[src/rtl/key_filter_bank.sv]
// key_filter_bank: four-channel push-button debouncer.
// Each active-low raw key is synchronised, filtered by a per-channel
// IDLE/PRESS_FILT/HELD/REL_FILT machine, and presented as a clean level plus
// single-cycle press/release pulses.
// Optional macro KEY_REPEAT_EN adds hold-to-repeat press pulses.
module key_filter_bank #(
  parameter int KEY_W      = 4,
  parameter int CNT_MAX    = 999_999,
  parameter int REPEAT_DLY = 24_999_999,
  parameter int REPEAT_PER = 4_999_999
) (
  input  logic             sys_clk,
  input  logic             sys_rst,
  input  logic [KEY_W-1:0] key_in,
  output logic [KEY_W-1:0] key_level,
  output logic [KEY_W-1:0] key_press,
  output logic [KEY_W-1:0] key_release
);

  localparam int CW = (CNT_MAX < 1) ? 1 : $clog2(CNT_MAX + 1);
  localparam logic [CW-1:0] CNT_TOP = CW'(CNT_MAX);

  typedef enum logic [1:0] {IDLE, PRESS_FILT, HELD, REL_FILT} state_t;

  // A zero-length filter or repeat interval has no meaningful behaviour.
  if (CNT_MAX < 1 || REPEAT_DLY < 1 || REPEAT_PER < 1) begin : g_bad_params
    $error("key_filter_bank: CNT_MAX, REPEAT_DLY and REPEAT_PER must be >= 1");
  end

  logic [KEY_W-1:0] sync1;
  logic [KEY_W-1:0] ks;

  // Two-flop synchroniser; resets to the released (high) level.
  always_ff @(posedge sys_clk or posedge sys_rst) begin
    if (sys_rst) begin
      sync1 <= '1;
      ks    <= '1;
    end else begin
      sync1 <= key_in;
      ks    <= sync1;
    end
  end

  for (genvar i = 0; i < KEY_W; i++) begin : g_ch
    state_t        state, state_nxt;
    logic [CW-1:0] cnt, cnt_nxt;
    logic          enter_held, enter_held_nxt;
    logic          enter_idle, enter_idle_nxt;
    logic          level_q, press_q, release_q;
    logic          rep_fire;

    // Filter next-state: a disagreeing sample during a filter aborts it.
    always_comb begin
      state_nxt      = state;
      cnt_nxt        = cnt;
      enter_held_nxt = 1'b0;
      enter_idle_nxt = 1'b0;
      case (state)
        IDLE: begin
          if (!ks[i]) begin
            state_nxt = PRESS_FILT;
            cnt_nxt   = '0;
          end
        end
        PRESS_FILT: begin
          if (ks[i]) begin
            state_nxt = IDLE;
            cnt_nxt   = '0;
          end else if (cnt == CNT_TOP) begin
            state_nxt      = HELD;
            cnt_nxt        = '0;
            enter_held_nxt = 1'b1;
          end else begin
            cnt_nxt = cnt + 1'b1;
          end
        end
        HELD: begin
          if (ks[i]) begin
            state_nxt = REL_FILT;
            cnt_nxt   = '0;
          end
        end
        REL_FILT: begin
          if (!ks[i]) begin
            state_nxt = HELD;
            cnt_nxt   = '0;
          end else if (cnt == CNT_TOP) begin
            state_nxt      = IDLE;
            cnt_nxt        = '0;
            enter_idle_nxt = 1'b1;
          end else begin
            cnt_nxt = cnt + 1'b1;
          end
        end
        default: begin
          state_nxt = IDLE;
          cnt_nxt   = '0;
        end
      endcase
    end

    // Filter state, counter and "just entered" markers.
    always_ff @(posedge sys_clk or posedge sys_rst) begin
      if (sys_rst) begin
        state      <= IDLE;
        cnt        <= '0;
        enter_held <= 1'b0;
        enter_idle <= 1'b0;
      end else begin
        state      <= state_nxt;
        cnt        <= cnt_nxt;
        enter_held <= enter_held_nxt;
        enter_idle <= enter_idle_nxt;
      end
    end

`ifdef KEY_REPEAT_EN
    localparam int HMAX = (REPEAT_DLY > REPEAT_PER) ? REPEAT_DLY : REPEAT_PER;
    localparam int HW   = $clog2(HMAX + 1);
    logic [HW-1:0] hcnt;
    logic          rep_phase;

    // Repeat fires on the initial delay, then on every period while held.
    always_comb begin
      rep_fire = (state == HELD) && !ks[i] &&
                 (hcnt == (rep_phase ? HW'(REPEAT_PER) : HW'(REPEAT_DLY)));
    end

    // Hold counter: cleared outside HELD, restarted after each repeat pulse.
    always_ff @(posedge sys_clk or posedge sys_rst) begin
      if (sys_rst) begin
        hcnt      <= '0;
        rep_phase <= 1'b0;
      end else if (state != HELD) begin
        hcnt      <= '0;
        rep_phase <= 1'b0;
      end else if (rep_fire) begin
        hcnt      <= HW'(1);
        rep_phase <= 1'b1;
      end else if (hcnt != HW'(HMAX)) begin
        hcnt <= hcnt + 1'b1;
      end
    end
`else
    // Without auto-repeat only the entry into HELD produces a press.
    always_comb begin
      rep_fire = 1'b0;
    end
`endif

    // Registered outputs; level covers HELD and the release filter.
    always_ff @(posedge sys_clk or posedge sys_rst) begin
      if (sys_rst) begin
        level_q   <= 1'b0;
        press_q   <= 1'b0;
        release_q <= 1'b0;
      end else begin
        level_q   <= (state == HELD) || (state == REL_FILT);
        press_q   <= enter_held || rep_fire;
        release_q <= enter_idle;
      end
    end

    assign key_level[i]   = level_q;
    assign key_press[i]   = press_q;
    assign key_release[i] = release_q;
  end

endmodule

[config.mk]
export PLATFORM = sky130hd
export DESIGN_NAME = key_filter_bank
export DESIGN_NICKNAME = d
export VERILOG_FILES = /design/src/rtl/key_filter_bank.sv
export SDC_FILE = /design/constraint.sdc
export NUM_CORES = 1
export LEC_CHECK = 0
export ABC_AREA = 1
export ABC_CLOCK_PERIOD_IN_PS = 8840
export CELL_PAD_IN_SITES_DETAIL_PLACEMENT = 0
export CELL_PAD_IN_SITES_GLOBAL_PLACEMENT = 1
export CORE_MARGIN = 10
export CORE_UTILIZATION = 35
export DETAILED_ROUTE_END_ITERATION = 12
export PLACE_DENSITY_LB_ADDON = 0.1
export SLEW_MARGIN = 30
export SYNTH_ARGS = -nofsm -noshare
export SYNTH_HDL_FRONTEND = slang
export SYNTH_SLANG_ARGS = --single-unit
[constraint.sdc]
create_clock -name sys_clk -period 8.84 [get_ports sys_clk]
set_input_delay 1.768 -clock sys_clk [delete_from_list [all_inputs] [get_ports sys_clk]]
set_output_delay 1.768 -clock sys_clk [all_outputs]
set_load 0.02 [all_outputs]
### Word-level counts from Yosys, hierarchy flattened

Cells that the tools add are included.

* flip-flop bits (word level): 116
* output and inout bits: 12
* logic and storage cells: 154

* multiplexer cells: 72
* reduce and logical (&&, ||, !) cells: 16
* eq/ne operators: 32
* add/sub/neg operators: 4

Operators by type and width (number)
* $mux W20: 20
* $pmux W20 S4: 4
* $add A20 B1 Y20 const B: 4
* $eq A20 B20 Y1 const B: 4
* $mux W2: 24
* $pmux W2 S4: 4
* $ne A3 B3 Y1 const B: 8
* $mux W1: 20
* $eq A2 B2 Y1 const B: 8
* $ne A2 B2 Y1 const B: 8
* $reduce_and A4 Y1: 4
* $eq A2 B1 Y1 const B: 4
* $logic_not A2 Y1: 4
* $reduce_and A2 Y1: 4
* $logic_or A1 B1 Y1: 4

### Logic depth before layout (Yosys ltp)

Gate-level depths: netlist (run 1).

* word-level depth: 4
* gate-level depth with buffers: 11

### Least setup slack after synthesis (run 1)

No wires, ideal clock.

* path type: register to output
* start point: reg g_ch[0].level_q
* end point: out key_level[0]
* setup slack: 6.590 ns
* buffers on the path: 1
* cell stages (with the launch flop): 2
* arrival: 0.482 ns
* cells stage by stage: dfrtp_1 buf_4

RTL lines
* start, declared: line 49 `logic level_q, press_q, release_q;`
* start signal, assigned: line 158 `level_q <= (state == HELD) || (state == REL_FILT);`
* end, declared: line 15 `output logic [KEY_W-1:0] key_level,`

No word-level cell between the ends.

==> results of run 1 <==
final timing paths:
check	start	endpoint	slack, ns	cells after the start
setup / recovery	sys_rst	g_ch[2].level_q	5.73	3
hold / removal	g_ch[0].enter_idle	g_ch[0].release_q	0.35	0
min in group asynchronous	sys_rst	g_ch[1].enter_idle	1.82	2
max in group sys_clk	g_ch[2].release_q	key_release[2]	5.74	1
hold reg to reg	g_ch[0].enter_idle	g_ch[0].release_q	0.35	0
setup reg to reg	flop	g_ch[3].cnt[2]	6.82	5
through the flow:
stage,instances,total power [mW],util (%),instance area [um^2],hold WS (ns)
floorplan,758,0.8691,-,6101,0.3312
global placement,973,0.9264,37.07,6367,0.3331
detailed placement,973,0.9345,37.07,6367,0.3370
CTS,1005,1.684,40.70,6990,0.3482
global route,1005,1.750,40.70,6990,0.3537
finish,1005,1.661,40.70,6990,0.3456
sequential cells by signal, summed over array words and instances, names as in the netlist, named ones only:
name and flops:
g_ch.press_q 4, ks 4, g_ch.state 4, g_ch.release_q 4
g_ch.cnt 80, g_ch.level_q 4, g_ch.enter_held 4, sync1 4
g_ch.enter_idle 4
worst reg2reg max path: stages (launching register included):
cell and delay, ns:
dfrtp_1 0.45, or2_1 0.28, nand3_1 0.44, clkinv_1 0.48, nand2_1 0.14, o21ai_0 0.09
cell families (layout without fill, tap and decap cells):
group	after synthesis	after routing
flops	116	116
fa+ha+maj	4	4
xor+xnor	31	31
simple gates	394	394
buf+inv	112	134
compound gates	101	101
layout by cell type (no fill, tap or decap), drive strengths merged, types with 5 or more instances in the layout:
cell and count:
a21oi 20, bufinv 5, clkbuf 21, clkdlybuf4s50 17, clkinv 6, dfrtp 108
dfstp 8, inv 82, nand2 211, nand3 61, nand4 21, nor2 79
nor3 16, o21ai 48, o22ai 26, xor2 27
power groups by stage:
stage	clock [mW]	combinational [mW]	sequential (mW)
2_1_floorplan	0	0.248	0.621
3_3_place_gp	0	0.296	0.631
3_5_place_dp	0	0.302	0.632
4_1_cts	0.758	0.302	0.623
5_1_grt	0.780	0.339	0.631
6_report	0.743	0.295	0.623
layer usage:
layer	vias up	share of wire [%]	track usage (%)
met3	17	3.4	3.782
met4	0	1.3	4.264
met1	2342	49	15.87
li1	2485	-	-
met2	77	46	19.96
met5	-	0	0
final cells by class:
cell class | count | area (um^2)
clock buffers | 21 | 440.4
clock inverters | 11 | 182.7
fillers | 1781 | 10190
inverters | 83 | 314.1
multi-input cells | 530 | 2674
flip-flops and latches | 116 | 2913
well taps | 225 | 281.5
repair buffers | 19 | 185.2
==> results.cfg, run 1 <==
[status]
status = finished clean

[synthesis]
synth_top_family_by_area = simple AND/OR/NAND/NOR gates
synth_xor_area_share_pct = 4.450
async_flop_share_pct = 100.0
syn_area_mm2 = 0.006101
synth-seq-cells = 116
yosysUniqueCellTypes = 34
ys_warn_count = 0
syn_avg_cell_area_um2 = 8.049
synth_top_area_share_pct = 44.30
synth_compound_area_share_pct = 9.106
synth_edf_count = 0
synth_seq_area_share_pct = 47.74
synth_fp_nets = 768
netlist_top_cells_area = dfrtp_1 44%, nand2_1 12%, nand3_1 4.8%
synthMuxAreaShare_pct = 0
synth_top_area_cell = dfrtp_1
syn_inst = 758
synth-simple-area-share_pct = 29.45
yosysMostFrequentCell = nand2_1
synth_flop_cell = dfrtp_1
synthAdderAreaFrac_pct = 0.8203
synth_common_cells = 194 x nand2_1, 108 x dfrtp_1, 76 x inv_1

[clock_tree]
clk_latency_ns = 0.42
cts_num_sinks = 116
htree_levels = 4
cts_tree = yes
root_buffer = clkbuf_16
cts_hold_buf = 0
cts_buffer_depth = 2
numCtsBuffers = 17
cts_setup_buffers = 0
clk_pin_slew_worst_paths_ns = 0.05
ctsResizeCount = 0

[setup_path]
cp.required_ns = 9.29
end_kind = asynchronous set/reset pin
worst-path-buf-inv = 3
crit_fanout = 62
crit_family = buffers and inverters
cp_slowest_cell = buf_4
max_stage_delay_ns = 0.75
start_kind = primary input
crit_path_cell_trace = clkdlybuf4s50_1 > inv_4 > buf_4
worstSetupPathType = primary input to asynchronous set/reset pin
cp.arrival_ns = 3.56

[timing]
drv_slew = 0
fin_crit_sh_pct = 35.18
rsz0062_at_grt = false
slew_headroom_pct = 48.17
finalHoldViolCount = 0
finClkSkew_ns = 0.008627
setup_violations = 0
setup_tns_ns = 0
fin_ws_ns = 5.730
fmax_mhz = 321.5
fin_crit_ns = 3.110
tightest_slew_ns = 0.7775

[detailed_routing]
wl_per_cell_um = 13.70
viasPerCell = 4.897
num_vias = 4921
drc = 0
wirelength_um = 13770
first_iter_violations = 295
ant_nets = 0
firstDrtPassIters = 4

[pwr]
clock_power_share_pct = 44.7
internal-power_mw = 1.157
sequentialPowerShare_pct = 37.5
vdd_drop_max_mv = 0.1327
p_switching_uw = 503.6
pwr_density_cell_mw_per_mm2 = 237.5
power_frac_comb_pct = 17.7
swShare_pct = 30.33
p_leak_nw = 2.967

[grt]
grt.total_usage_pct = 12.56
grt_overflow = 0
grt_pass1_vias = 5038
antenna_found_initial = 0
grt_pass1_wl_um = 24550
grt_max_degree = 63

[place]
port_buffers = 17
gp_congestion = 0.8138
post-place-ws_ns = 5.185
dp_hpwl_um = 9396

[floorplan]
core_mm2 = 0.01718
rows = 48
die_area_mm2 = 0.02311
die_x_um = 152.0
ioPinCount = 18
initial_core_util_pct = 35.52
die_h_um = 152.0

[flow_run]
cap_viol_max_count = 0

[layout]
drive_gt1_share_pct = 10.64
syn_to_final_growth_pct = 14.58
layout.nets = 777
diodes = 0

[worst_hold_path]
min_path_type = flop to flop
Power figures use the tool's default switching activity.
==> run 2, diff against run 1 <==
--- a/config.mk
+++ b/config.mk
@@ -6,7 +6,7 @@
 export NUM_CORES = 1
 export LEC_CHECK = 0
 export ABC_AREA = 1
-export ABC_CLOCK_PERIOD_IN_PS = 8840
+export ABC_CLOCK_PERIOD_IN_PS = 2800
 export CELL_PAD_IN_SITES_DETAIL_PLACEMENT = 0
 export CELL_PAD_IN_SITES_GLOBAL_PLACEMENT = 1
 export CORE_MARGIN = 10
==> constraint.sdc (replaced) <==
create_clock -name sys_clk -period 2.8 [get_ports sys_clk]
set_input_delay 0.56 -clock sys_clk [delete_from_list [all_inputs] [get_ports sys_clk]]
set_output_delay 0.56 -clock sys_clk [all_outputs]
set_load 0.02 [all_outputs]
==> run 2 against run 1 <==
Against the previous run: clock power grew to 3.3 times the previous value; hold slack hardly changed; sequential power grew to 3.2 times the previous value; worst setup slack worse by 4.9 ns.
==> results.cfg, run 2 (same netlist as run 1, synthesis figures left out) <==
[grt]
grt_max_degree = 40
grt_overflow = 0
antenna_found_initial = 0
grt.total_usage_pct = 12.15
grt_pass1_wl_um = 23520
grt_pass1_vias = 4761

[pwr]
pwr_density_cell_mw_per_mm2 = 752.0
vdd_drop_max_mv = 0.4379
p_leak_nw = 3.006

[detailed_routing]
wl_per_cell_um = 13.44
drc = 0
firstDrtPassIters = 5
viasPerCell = 4.829
ant_nets = 0
num_vias = 4872
wirelength_um = 13570
first_iter_violations = 309

[setup_path]
max_stage_delay_ns = 0.64
start_kind = flop
path_depth = 1
worst-path-buf-inv = 1
cp_slowest_cell = clkdlybuf4s50_1
reg2regPathDepth = 5
end_kind = output port
crit_path_cell_trace = clkdlybuf4s50_1
crit_family = buffers and inverters
crit_fanout = 1
cp.arrival_ns = 1.38
cp.required_ns = 2.24
worstSetupPathType = flop to output port

[timing]
fin_crit_ns = 1.945
tightest_slew_ns = 0.5656
finClkSkew_ns = 0.01416
finalHoldViolCount = 0
rsz0062_at_grt = false
fin_ws_ns = 0.8550
fmax_mhz = 514.1
setup_tns_ns = 0
slew_headroom_pct = 62.21
fin_crit_sh_pct = 69.46
setup_violations = 0
drv_slew = 0

[place]
gp_congestion = 0.7921
dp_hpwl_um = 9585
placed_cell_area_mm2 = 0.006436
port_buffers = 17
post-place-ws_ns = 0.9298

[worst_hold_path]
holdPathStages = 0
min_path_type = flop to flop

[layout]
mostFrequentLayoutCells = 194 x nand2_1, 108 x dfrtp_1, 75 x inv_1
drive_gt1_share_pct = 11.61
top_register = g_ch.cnt
largest_reg_flops = 80
diodes = 0
design_area_mm2 = 0.007094
syn_to_final_growth_pct = 16.28
final_common_cell = nand2_1
layout.nets = 781

[clock_tree]
clk_pin_slew_worst_paths_ns = 0.06
numCtsBuffers = 17
cts_hold_buf = 0
htree_levels = 4
ctsResizeCount = 0
cts_num_sinks = 116
cts_setup_buffers = 0
clk_latency_ns = 0.42
root_buffer = clkbuf_16
cts_buffer_depth = 2
cts_tree = yes

[floorplan]
rows = 48
die_h_um = 152.0
ioPinCount = 18
initial_core_util_pct = 35.52
die_area_mm2 = 0.02311
core_mm2 = 0.01718
die_x_um = 152.0

[flow_run]
cap_viol_max_count = 0

[status]
status = finished clean
[run 2: cell type report]
class / count / area [um^2]
inverter: 83 / 315.3
tap: 225 / 281.5
timing repair buffer: 23 / 252.7
multi-input combinational: 530 / 2674
sequential: 116 / 2913
fill: 1754 / 10080
clock inverter: 13 / 205.2
clock buffer: 19 / 452.9
[run 2: worst register-to-register path: cells and delay by family, from the launching register on]
kind	cells	cell delay, ns
buffers and inverters	1	0.44
AND/OR/NAND/NOR	3	0.82
AO/OA/AOI/OAI	1	0.09
flip-flops	1	0.41
[run 2: path summary, 6_finish.rpt]
kind / from / end / slack [ns]
hold / removal: g_ch[0].enter_idle / g_ch[0].release_q / 0.35
hold reg to reg: g_ch[0].enter_idle / g_ch[0].release_q / 0.35
min in group asynchronous: sys_rst / g_ch[1].cnt[16] / 0.55
max in group asynchronous: sys_rst / ks[0] / 1.61
setup / recovery: g_ch[3].level_q / key_level[3] / 0.86
setup reg to reg: flop / g_ch[3].cnt[2] / 0.92
[run 2: stage by stage]
step	util, %	cells	power (mW)	hold slack, ns
final	41.30	1009	5.335	0.3451
after global routing	41.30	1009	5.635	0.3589
after CTS	41.30	1009	5.423	0.3474
after global placement	37.47	977	2.954	0.3324
after detailed placement	37.47	977	2.969	0.3347
after floorplan	-	758	2.744	0.3312
[run 2: layer usage]
| metal | track usage, % | up-vias | wire [um] |
|---|---|---|---|
| met3 | 3.274 | 12 | 501 |
| met1 | 15.76 | 2312 | 6552 |
| li1 | - | 2484 | - |
| met2 | 19.22 | 64 | 6364 |
| met5 | 0 | - | 0 |
| met4 | 3.897 | 0 | 146 |
[run 2: where the power goes]
group,internal [mW],total [mW],switching (mW),leakage [nW]
logic,0.281,0.954,0.673,1.13
registers,1.83,1.97,0.137,1.56
clock network,1.62,2.42,0.794,0.315
